<file path="config.mk">
export PLATFORM = sky130hd
export DESIGN_NAME = laser_tx_sequencer
export DESIGN_NICKNAME = d
export VERILOG_FILES = /design/src/rtl/laser_link_pkg.sv /design/src/rtl/ack_timer.sv /design/src/rtl/laser_tx_sequencer.sv
export SDC_FILE = /design/constraint.sdc
export NUM_CORES = 1
export LEC_CHECK = 0
export CAP_MARGIN = 20
export CORE_AREA = 4 4 98 100
export DETAILED_ROUTE_END_ITERATION = 6
export DIE_AREA = 0 0 102 104
export HOLD_SLACK_MARGIN = 0.1
export PLACE_DENSITY = 0.73
export RECOVER_POWER = 50
export SLEW_MARGIN = 20
export SYNTH_ARGS = -nofsm -noshare
export SYNTH_HDL_FRONTEND = slang
export SYNTH_SLANG_ARGS = --single-unit
</file>
<file path="constraint.sdc">
create_clock -name clock -period 2.7 [get_ports clock]
set_input_delay 0.27 -clock clock [delete_from_list [all_inputs] [get_ports clock]]
set_output_delay 0.27 -clock clock [all_outputs]
set_load 0.01 [all_outputs]
</file>
<file path="src/rtl/laser_link_pkg.sv">
`default_nettype none
// ============================================================================
// Module      : laser_link_pkg
// Description : Shared types and constants for the laser link transmit and
//               receive controllers.
// Revision    : 1.0 - initial release
// ============================================================================
package laser_link_pkg;

  // Transmit sequencer states
  typedef enum logic [2:0] {
    ST_IDLE      = 3'd0,
    ST_FILL_REQ  = 3'd1,
    ST_FILL_CAP  = 3'd2,
    ST_SEND      = 3'd3,
    ST_WAIT_DONE = 3'd4,
    ST_WAIT_ACK  = 3'd5,
    ST_REPORT    = 3'd6
  } state_t;

  localparam logic [7:0] START_BYTE = 8'h7E;
  localparam logic [7:0] ACK_BASE   = 8'hA0;
  localparam int         TIMER_W    = 24;

  // A frame is start + seq + payload + checksum, indices 0..pkt_len+2
  function automatic int frame_idx_width(input int pkt_len);
    return $clog2(pkt_len + 3);
  endfunction

endpackage
`default_nettype wire

</file>
<file path="src/rtl/ack_timer.sv">
`default_nettype none
// ============================================================================
// Module      : ack_timer
// Description : Loadable up-counter with synchronous clear, count enable and
//               a terminal-count flag raised while the count equals TC_VALUE.
// Revision    : 1.0 - initial release
// ============================================================================
module ack_timer
  import laser_link_pkg::*;
#(
  parameter logic [TIMER_W-1:0] TC_VALUE = '1
) (
  input  logic               clock,
  input  logic               reset,
  input  logic               i_clear,
  input  logic               i_load,
  input  logic [TIMER_W-1:0] i_load_value,
  input  logic               i_enable,
  output logic               o_tc
);

  logic [TIMER_W-1:0] r_count;

  // Counter: clear beats load, load beats count
  always_ff @(posedge clock or posedge reset) begin
    if (reset) begin
      r_count <= '0;
    end else if (i_clear) begin
      r_count <= '0;
    end else if (i_load) begin
      r_count <= i_load_value;
    end else if (i_enable) begin
      r_count <= r_count + TIMER_W'(1);
    end
  end

  assign o_tc = (r_count == TC_VALUE);

endmodule
`default_nettype wire

</file>
<file path="src/rtl/laser_tx_sequencer.sv">
`default_nettype none
// ============================================================================
// Module      : laser_tx_sequencer
// Description : Packet transmit controller. Pulls PKT_LEN payload bytes from
//               the FTDI read queue, frames them as start/seq/payload/chk,
//               feeds the transmitter byte by byte and retransmits the whole
//               frame until the matching ACK arrives or retries run out.
// Revision    : 1.0 - initial release
// ============================================================================
module laser_tx_sequencer #(
  parameter int         PKT_LEN    = 4,
  parameter int         TIMEOUT    = 50000,
  parameter int         MAX_RETRY  = 3,
  parameter logic [7:0] START_BYTE = laser_link_pkg::START_BYTE,
  parameter logic [7:0] ACK_BASE   = laser_link_pkg::ACK_BASE
) (
  input  logic       clock,
  input  logic       reset,
  input  logic       en,
  input  logic       rdq_empty,
  input  logic [7:0] data_rd,
  output logic       rdreq,
  input  logic       tx_done,
  output logic       data_ready,
  output logic [7:0] data_transmit,
  input  logic       data_valid,
  input  logic [7:0] data_in,
  output logic       busy,
  output logic       pkt_sent,
  output logic       pkt_failed,
  output logic [1:0] retry_count
);

  import laser_link_pkg::*;

  localparam int                 c_idx_w      = frame_idx_width(PKT_LEN);
  localparam int                 c_buf_w      = (PKT_LEN > 1) ? $clog2(PKT_LEN) : 1;
  localparam logic [c_idx_w-1:0] c_idx_one    = c_idx_w'(1);
  localparam logic [c_idx_w-1:0] c_last_fill  = c_idx_w'(PKT_LEN - 1);
  localparam logic [c_idx_w-1:0] c_last_frame = c_idx_w'(PKT_LEN + 2);
  localparam logic [1:0]         c_max_retry  = 2'(MAX_RETRY);
  localparam logic [TIMER_W-1:0] c_timer_tc   = TIMER_W'(TIMEOUT - 1);

  if ((PKT_LEN < 1) || (PKT_LEN > 16)) begin : g_bad_pkt_len
    $error("laser_tx_sequencer: PKT_LEN must be in 1..16");
  end
  if ((MAX_RETRY < 0) || (MAX_RETRY > 3)) begin : g_bad_max_retry
    $error("laser_tx_sequencer: MAX_RETRY must be in 0..3");
  end
  if ((TIMEOUT < 1) || (TIMEOUT >= (1 << TIMER_W))) begin : g_bad_timeout
    $error("laser_tx_sequencer: TIMEOUT must be in 1..2^24-1");
  end

  state_t               r_state;
  state_t               w_state_nxt;
  logic [c_idx_w-1:0]   r_idx;
  logic                 r_seq;
  logic [1:0]           r_retry;
  logic [7:0]           r_chk;
  logic                 r_success;
  logic [7:0]           r_data_transmit;
  logic [7:0]           r_buf [PKT_LEN];

  logic                 w_ack_hit;
  logic                 w_timer_clear;
  logic                 w_timer_tc;
  logic [c_idx_w-1:0]   w_idx_next;
  logic [c_buf_w-1:0]   w_fill_ptr;
  logic [c_buf_w-1:0]   w_payload_ptr;
  logic [7:0]           w_frame_byte;

  assign w_ack_hit     = data_valid && (data_in == (ACK_BASE | {7'b0, r_seq}));
  assign w_fill_ptr    = c_buf_w'(r_idx);
  assign data_transmit = r_data_transmit;
  assign retry_count   = r_retry;

  // ACK wait timer, restarted each time the last frame byte completes
  ack_timer #(
    .TC_VALUE (c_timer_tc)
  ) u_ack_timer (
    .clock        (clock),
    .reset        (reset),
    .i_clear      (w_timer_clear),
    .i_load       (1'b0),
    .i_load_value ('0),
    .i_enable     (r_state == ST_WAIT_ACK),
    .o_tc         (w_timer_tc)
  );

  // Frame byte that follows the current index (seq, payload or checksum)
  always_comb begin
    w_idx_next    = r_idx + c_idx_one;
    w_payload_ptr = c_buf_w'(r_idx - c_idx_one);
    w_frame_byte  = r_buf[w_payload_ptr];
    if (w_idx_next == c_idx_one) begin
      w_frame_byte = {7'b0, r_seq};
    end else if (w_idx_next == c_last_frame) begin
      w_frame_byte = r_chk;
    end
  end

  // State register
  always_ff @(posedge clock or posedge reset) begin
    if (reset) begin
      r_state <= ST_IDLE;
    end else begin
      r_state <= w_state_nxt;
    end
  end

  // Next-state logic and handshake strobes
  always_comb begin
    w_state_nxt   = r_state;
    rdreq         = 1'b0;
    data_ready    = 1'b0;
    pkt_sent      = 1'b0;
    pkt_failed    = 1'b0;
    w_timer_clear = 1'b0;
    busy          = (r_state != ST_IDLE);
    case (r_state)
      ST_IDLE: begin
        if (en && !rdq_empty) begin
          w_state_nxt = ST_FILL_REQ;
        end
      end
      ST_FILL_REQ: begin
        // A partially filled packet waits here indefinitely for more bytes
        if (!rdq_empty) begin
          rdreq       = 1'b1;
          w_state_nxt = ST_FILL_CAP;
        end
      end
      ST_FILL_CAP: begin
        w_state_nxt = (r_idx == c_last_fill) ? ST_SEND : ST_FILL_REQ;
      end
      ST_SEND: begin
        data_ready  = 1'b1;
        w_state_nxt = ST_WAIT_DONE;
      end
      ST_WAIT_DONE: begin
        if (tx_done) begin
          if (r_idx == c_last_frame) begin
            w_timer_clear = 1'b1;
            w_state_nxt   = ST_WAIT_ACK;
          end else begin
            w_state_nxt = ST_SEND;
          end
        end
      end
      ST_WAIT_ACK: begin
        // A matching ACK takes priority over a timeout in the same cycle
        if (w_ack_hit) begin
          w_state_nxt = ST_REPORT;
        end else if (w_timer_tc) begin
          w_state_nxt = (r_retry < c_max_retry) ? ST_SEND : ST_REPORT;
        end
      end
      ST_REPORT: begin
        pkt_sent    = r_success;
        pkt_failed  = !r_success;
        w_state_nxt = ST_IDLE;
      end
      default: begin
        w_state_nxt = ST_IDLE;
      end
    endcase
  end

  // Datapath: fill buffer, running checksum, byte index, seq and retries
  always_ff @(posedge clock or posedge reset) begin
    if (reset) begin
      r_idx           <= '0;
      r_seq           <= 1'b0;
      r_retry         <= '0;
      r_chk           <= '0;
      r_success       <= 1'b0;
      r_data_transmit <= '0;
      for (int i = 0; i < PKT_LEN; i++) begin
        r_buf[i] <= '0;
      end
    end else begin
      case (r_state)
        ST_IDLE: begin
          if (w_state_nxt == ST_FILL_REQ) begin
            r_idx <= '0;
            r_chk <= {7'b0, r_seq};
          end
        end
        ST_FILL_CAP: begin
          r_buf[w_fill_ptr] <= data_rd;
          r_chk             <= r_chk ^ data_rd;
          if (r_idx == c_last_fill) begin
            r_idx           <= '0;
            r_data_transmit <= START_BYTE;
          end else begin
            r_idx <= r_idx + c_idx_one;
          end
        end
        ST_WAIT_DONE: begin
          if (tx_done) begin
            if (r_idx == c_last_frame) begin
              r_idx <= '0;
            end else begin
              r_idx           <= w_idx_next;
              r_data_transmit <= w_frame_byte;
            end
          end
        end
        ST_WAIT_ACK: begin
          if (w_ack_hit) begin
            r_success <= 1'b1;
          end else if (w_timer_tc) begin
            if (r_retry < c_max_retry) begin
              // Resend the whole frame from the retained buffer, same seq
              r_retry         <= r_retry + 2'd1;
              r_idx           <= '0;
              r_data_transmit <= START_BYTE;
            end else begin
              r_success <= 1'b0;
            end
          end
        end
        ST_REPORT: begin
          if (r_success) begin
            r_seq <= ~r_seq;
          end
          r_retry   <= '0;
          r_success <= 1'b0;
        end
        default: begin
        end
      endcase
    end
  end

endmodule
`default_nettype wire

</file>
==> results.md <==
| Group | Quantity | Reported |
| --- | --- | --- |
| status | Status | complete, but fails checks |
| status | Violated checks | max-capacitance violations, max-slew violations |
| logic synthesis | Yosys warnings | 0 |
| placement | Post-DP HPWL | 6487 um |
| layout | Diode insertion count for antenna repair | 0 |
| clock tree | Source-to-sink clock delay at the later pin of the worst-skew pair | 0.35 ns |
| logic synthesis | Unique masters post-synth | 52 |
| drt | Violation count after the first detailed-route iteration | 178 |
| min path | Cell depth of the worst hold path | 1 |
| layout | Post-Route Utilization | 58.07% |
| layout | Top library cells by usage in the layout, fill and taps aside | dfrtp_1 (81), mux2_2 (43), nor2_1 (37), nand2_1 (34), clkdlybuf4s50_1 (29) |
| power and ir drop | Final Total Pwr | 4.443 mW |
| power and ir drop | Standby leakage power | 2.104 nW |
| clock tree | Total of cells resized after clock tree synthesis | 0 |
| logic synthesis | Async set-or-reset flop fraction in the synthesized netlist | 100.0% |
| layout | Area taken by multi-input logic gates | 2161 um^2 |
| floorplanning | Initial core utilization | 49.80% |
| worst setup path | Worst-path maximum fanout | 17 |
| clock tree | Clock-pin slew of the registers on the worst-case setup and hold paths | 0.09 ns |
| layout | Fillers | 750 |
| placement | IO Port Bufs | 36 |
| sta | Ratio of final minimum period to clock period | 90.77% |
| drt | # DRC | 0 |
| logic synthesis | Mean area per synthesized cell | 10.75 um^2 |
| worst setup path | Critical setup path kind | reg -> out |
| layout | Share of cells above drive strength 1 | 19.28% |
| clock tree | Num Clock Sinks | 82 |
| placement | Placer's final routability congestion estimate | 0.8249 |
| power and ir drop | Internal Power | 2.878 mW |
| floorplanning | Total core area | 8678 um^2 |
| worst setup path | CP endpoint kind | primary output |
| power and ir drop | Switching share of power | 35.21% |
| worst setup path | Kind of start point of the critical path | flip-flop |
| power and ir drop | Share of power burned in the clock network | 20.6% |
| worst setup path | Count of cells along the worst register-to-register path | 8 |
| sta | Final number of max-transition violations | 36 |
| sta | Time the final worst path needs with I/O delays and setup | 2.451 ns |
| drt | Average wire per standard cell | 16.70 um |
| floorplanning | Std cell rows | 34 |
| logic synthesis | Most used DFF post-synth | dfrtp_1 |
| logic synthesis | #FFs+latches synth | 82 |
| sta | Unrepaired setup endpoints after global routing | no |
| clock tree | Root buf cell | clkbuf_8 |
| sta | Setup TNS | 0 ns |
| sta | Highest achievable clock rate | 0.4081 GHz |
| floorplanning | Height of the die | 104 um |
| power and ir drop | Switching power summed over all nets | 1.564 mW |
| power and ir drop | Sequential fraction of design power | 43.9% |
| logic synthesis | Post-synthesis instance area | 4322 um^2 |
| logic synthesis | Sequential-to-total area share from yosys stat | 47.48% |
| sta | Clock tree skew after final layout | 0.01463 ns |
| sta | Actual transition at the worst max-transition pin | 1.633 ns |
| logic synthesis | Top cells by area in the synthesized netlist | dfrtp_1 (47%), mux2_2 (11%), mux4_2 (4.2%), nor2_1 (3.2%), xnor2_1 (3.0%) |
| layout | Layout overhead on the synthesized area | 16.62% |
| grt | Largest net degree at the start of global routing | 37 |
| logic synthesis | Fraction of synthesized cell area taken by the top area cell type | 47.48% |
| grt | GR Overflow Total | 0 |
| clock tree | Number of buffers created by CTS | 9 |
| drt | Antenna-violating nets left | 0 |
| min path | Worst hold-check path type | reg -> reg |
| logic synthesis | Synthesized instance count | 402 |
| placement | Worst setup timing slack at the placement stage | 0.4332 ns |
| grt | Initial antenna violation count | 0 |
| clock tree | Clock tree from TritonCTS | done |
| floorplanning | Total die area | 10,610 um^2 |
| grt | Global-route wire length before repair | 15,880 um |
| floorplanning | I/O pin total | 37 |
| layout | Nets | 472 |
| worst setup path | Flop-to-flop setup slack | 0.45 ns |
| layout | Footprint of the flip-flops and latches | 2053 um^2 |
| layout | Most common library cell in the layout ignoring fill and taps | dfrtp_1 |
| logic synthesis | Biggest area consumer among synthesized cells | dfrtp_1 |
| power and ir drop | Combinational cell fraction of total power | 35.4% |
| grt | Overall Global Routing Usage | 18.68% |
| sta | Final-report setup violation count | 0 |
| run | Count of maximum capacitance violations | 1 |
| power and ir drop | Highest ir drop seen on vdd | 0.0003196 V |
| sta | Final count of hold timing violations | 0 |
| clock tree | Quantity of hold-fixing buffers added after cts | 0 |
| power and ir drop | Power density over the cells | 881.5 nW/um^2 |
| drt | DRT Wirelength | 9253 um |
| drt | Vias | 3,199 |
| sta | Tightest slew margin relative to the limit | -9.461% |
| logic synthesis | Synthesized netlist net count | 433 |
| grt | Number of global-route vias before repair | 3,277 |
| clock tree | H-tree levels | 3 |
| drt | Total iterations of the first detailed-routing run | 4 |
| floorplanning | Die outline width | 102 um |
| sta | Final Worst Setup Slack | 0.2493 ns |
| worst setup path | CP required | 2.43 ns |
| clock tree | Clock buffer depth | 2 |
| logic synthesis | Post-synth EDFFs | 0 |
| drt | Via density | 5.774 |
| worst setup path | Data arrival time at the worst-slack endpoint | 2.18 ns |
| clock tree | Setup fix buffers added after clock tree synthesis | 0 |
[synth_stat cells (all sizes together), types with 2 or more instances]
cell type	count
or2	2
o21ai	21
mux4	8
and2	5
and3	6
mux2i	12
nor2b	5
nor3b	3
a211oi	2
xor2	5
clkbuf	17
xnor2	15
a21oi	6
ha	9
a22oi	2
dfrtp	82
nand3	26
nand3b	3
a32o	2
nand2	35
nor3	6
a21boi	3
nor4	10
or3	3
nor4b	3
nor2	37
inv	10
mux2	43
or4	2
[power groups by stage]
stage               Combinational [mW]  Sequential, mW  Clock, mW
detailed placement                1.58            1.97          0
global route                      1.74            2.01      0.992
floorplan                         1.17            1.86          0
finish                            1.57            1.95      0.917
global placement                  1.53            1.95          0
CTS                               1.59            1.94      0.934
[routing by layer]
layer / routed length [um] / track usage [%] / vias to the layer above
met2: 4267 / 28.13 / 72
met3: 494 / 3.219 / 6
li1: - / - / 1515
met1: 4421 / 27.36 / 1606
met5: 0 / 0 / -
met4: 69 / 5.998 / 0
[final cells by class]
type / count / share of cell area [%]
clock buffers: 11 / 2.805
clock inverters: 5 / 1.241
inverters: 11 / 0.8441
multi-input cells: 291 / 42.87
flip-flops and latches: 82 / 40.74
well taps: 108 / 2.681
repair buffers: 46 / 8.813
[per-stage QoR]
step | hold slack [ns] | cell area, um^2 | cells
after floorplan | 0.4027 | 4322 | 402
after detailed placement | 0.4703 | 4838 | 538
after global placement | 0.4730 | 4838 | 538
final | 0.4788 | 5040 | 554
after CTS | 0.3290 | 5042 | 554
after global routing | 0.5085 | 5040 | 554
[worst max-delay path, stage by stage, from the launching register on]
cell and delay [ns]:
dfrtp_2 0.53, inv_1 0.23, nor2_1 0.25, nand2_1 0.15, nor2_1 0.12, clkdlybuf4s50_1 0.55
[logic make-up after synthesis]
kind of cell	count (synthesis)	share of synthesized area, %
mux	63	18.15
fa+ha+maj	9	2.606
compound gates	47	7.238
xor+xnor	20	4.053
simple gates	152	17.95
buf+inv	29	2.519
flops	82	47.48
[worst paths after layout]
| check | start | endpoint |
|---|---|---|
| worst max register to register | r_idx[0]$_DFFE_PP0P_ | data_transmit[7]$_DFFE_PP0P_ |
| worst max-delay path | r_state[1]$_DFF_PP0_ | pkt_failed |
| worst min-delay path | u_ack_timer.r_count[23]$_DFFE_PP0P_ | u_ack_timer.r_count[23]$_DFFE_PP0P_ |
| min in group asynchronous | reset | u_ack_timer.r_count[22]$_DFFE_PP0P_ |
| worst min register to register | u_ack_timer.r_count[23]$_DFFE_PP0P_ | u_ack_timer.r_count[23]$_DFFE_PP0P_ |
| max in group asynchronous | reset | r_state[1]$_DFF_PP0_ |
[state kept, by name, indices dropped and copies added, names as in the netlist]
register / count
r_buf: 32
u_ack_timer.r_count: 24
data_transmit: 8
r_chk: 8
r_idx: 3
r_state: 3
retry_count: 2
r_seq: 1
r_success: 1
(Power assumes the default switching activity.)
==> patch (same flow settings) <==
Change the parameter `PKT_LEN` from 4 to 2.
--- a/src/rtl/laser_tx_sequencer.sv
+++ b/src/rtl/laser_tx_sequencer.sv
@@ -9,5 +9,5 @@
 // ============================================================================
 module laser_tx_sequencer #(
-  parameter int         PKT_LEN    = 4,
+  parameter int         PKT_LEN    = 2,
   parameter int         TIMEOUT    = 50000,
   parameter int         MAX_RETRY  = 3,
Function: changed (Yosys sat finds a counterexample within 10 cycles, from zero or initial values and one cycle with reset high).
==> patch against the unedited design <==
Setup slack improved by 0.16 ns; largest cell class unchanged; power decreased by 14%; synthesized cell count decreased by 14%; register-to-register slack got worse by 0.04 ns; sequential cell count decreased by 16; routed wire length decreased by 23%; largest power group unchanged; die area unchanged; synthesized area decreased by 19%; design area decreased by 18%; count of clock-buffer cells in the layout increased by 1.
==> patch: results (changes against the unedited design) <==
The headroom to the max-slew limit is 0.259 (+0.354). The final weighted congestion in routability-driven placement is 0.844 (+2.3%). The clock slew seen by the registers of the worst setup and hold paths is 0.07 ns (-0.02 ns).

The clock skew after layout is 0.00747 ns (-0.00716 ns). The total routing resource utilization after global routing came to 0.146 (-0.0410). The largest registers in the layout are u_ack_timer.r_count x24, r_buf x16. The hold slack came to 0.490 ns (+0.0115 ns).

The violation count after the first detailed-route iteration is 118 (-34%). The flow ran to the end, and the final reports show no timing, DRC or antenna violations. The slowest stage of the critical path belongs to the cell o2111a_1. The compound-cell area share of the yosys netlist came out at 0.0990 (+0.0267). The mean instance size in the synthesized netlist came to 10.1 um2 (-5.6%).

The quantity of gates resized following cts was 0 (unchanged). The share of final-layout standard cells stronger than drive strength 1 came out at 0.143 (-0.0500). The net count of the mapped netlist is 373 (-14%).

The leakage power total is 1.64 nW (-22%). The number of CTS-inserted buffers came to 9 (unchanged). Yosys attributes the largest share of cell area to dfrtp_1 (47%), mux2_2 (8.4%), nor2_1 (4.3%). The family with the most delay on the worst path is simple AND/OR/NAND/NOR gates. The final-stage net count is 415 (-12%). The number of buffer cells added on primary ports came to 36 (unchanged). The largest total area in the synthesized netlist belongs to dfrtp_1.

The arrival time at the worst endpoint is 2.51 ns (+0.33 ns). The total wire length after detailed routing came out at 7.15 mm (-23%). The worst vdd rail ir drop came out at 494 uV (+54%). The antenna diode count is 0 (unchanged).

The number of cells in the design after placement came out at 484 (-10%). The proportion of synthesized area in mux cells is 0.122 (-0.0600). The register-to-register setup slack is 0.41 ns (-0.04 ns). The clock latency at the later pin of the worst-skew pair is 0.33 ns (-0.02 ns). The placement-stage cell area is 0.00397 mm2 (-18%). The maximum clock frequency came out at 436 MHz (+6.8%). The largest net degree at the start of global routing came out at 30 (-19%). The post-synthesis xor/xnor area fraction is 0.0476 (+0.00702).

The sum of net half-perimeters after detailed placement is 5.45 mm (-16%). The worst setup timing slack at the placement stage is 0.322 ns (-0.111 ns). The total via count in the routed design came out at 2608 (-18%). The adder and majority gate portion of the synthesized area came out at 0.0215 (-0.00461).

The stage delay of the slowest cell on the critical path is 0.44 ns (-0.11 ns). In this run the clock root is driven by a clkbuf_8. The largest fanout on the critical path is 8 (-9). By count the netlist is led by dfrtp_1 (66), nor2_1 (40), nand2_1 (32). The clock tree buffer depth is 2 (unchanged).

The routed wire length per instance was 14.3 um (-14%). The part of the Yosys area used for sequential elements came out at 0.472 (-0.00288). The wire length of the first global-routing pass was 12.6 mm (-21%).

The switching part of the total came to 0.370 (+0.0179). The count of different cell masters after synthesis is 57 (+9.6%).
## patch: changes by cell type after synthesis, sizes merged, moves of 5 or more
| cell | unedited run | this run |
|---|---|---|
| a21oi | 6 | 12 |
| dfrtp | 82 | 66 |
| nor2 | 37 | 42 |
| mux2 | 43 | 28 |
| o21ai | 21 | 26 |
| nor4 | 10 | 5 |
| nand4 | 1 | 8 |
| xor2 | 5 | 13 |
| xnor2 | 15 | 6 |
| mux4 | 8 | 0 |
| clkbuf | 17 | 7 |
| nand3 | 26 | 10 |
## patch: layout make-up
type | instances | area, um2
Timing Repair Buffer | 42 | 395
Sequential cell | 66 | 1650
Clock inverter | 4 | 27.5
Tap cell | 108 | 135
Fill cell | 832 | 4540
Multi-Input combinational cell | 258 | 1740
Clock buffer | 12 | 145
Inverter | 10 | 37.5
## patch: power by group through the flow
| stage | sequential (mW) | clock, mW | combinational [mW] |
|---|---|---|---|
| after global routing | 1.75 | 0.783 | 1.63 |
| after global placement | 1.68 | 0 | 1.42 |
| final | 1.69 | 0.713 | 1.44 |
| after detailed placement | 1.70 | 0 | 1.46 |
| after floorplan | 1.62 | 0 | 1.11 |
| after CTS | 1.69 | 0.743 | 1.47 |
## patch: final timing paths
kind,start,endpoint,cells after the start
min reg2reg,r_chk[3]$_DFFE_PP0P_,r_chk[3]$_DFFE_PP0P_,1
min in group asynchronous,reset,u_ack_timer.r_count[21]$_DFFE_PP0P_,2
max reg2reg,u_ack_timer.r_count[0]$_DFFE_PP0P_,data_transmit[1]$_DFFE_PP0P_,6
min,r_chk[3]$_DFFE_PP0P_,r_chk[3]$_DFFE_PP0P_,1
max in group asynchronous,reset,r_state[2]$_DFF_PP0_,3
max,u_ack_timer.r_count[0]$_DFFE_PP0P_,data_transmit[1]$_DFFE_PP0P_,6
## patch: worst register-to-register path, delay by kind of cell, from the launching register on
| kind | cells | cell delay (ns) |
|---|---|---|
| AO/OA/AOI/OAI | 1 | 0.44 |
| AND/OR/NAND/NOR | 3 | 0.77 |
| adder cells (fa/ha/maj) | 1 | 0.18 |
| flip-flops | 1 | 0.40 |
| multiplexers | 1 | 0.38 |
## patch: cells by family (layout without fill, tap and decap cells)
group,after synthesis,in the layout
simple gates,137,137
flops,66,66
compound gates,57,57
mux,39,39
buf+inv,21,68
xor+xnor,19,19
fa+ha+maj,6,6
## patch: routing by layer
layer,global-route usage,vias to the layer above,part of all wire,wire length (um)
met5,0,-,0,0
met2,0.232,36,0.50,3600
met3,0.0376,10,0.037,262
li1,-,1301,-,-
met1,0.196,1261,0.45,3180
met4,0.0394,0,0.015,104
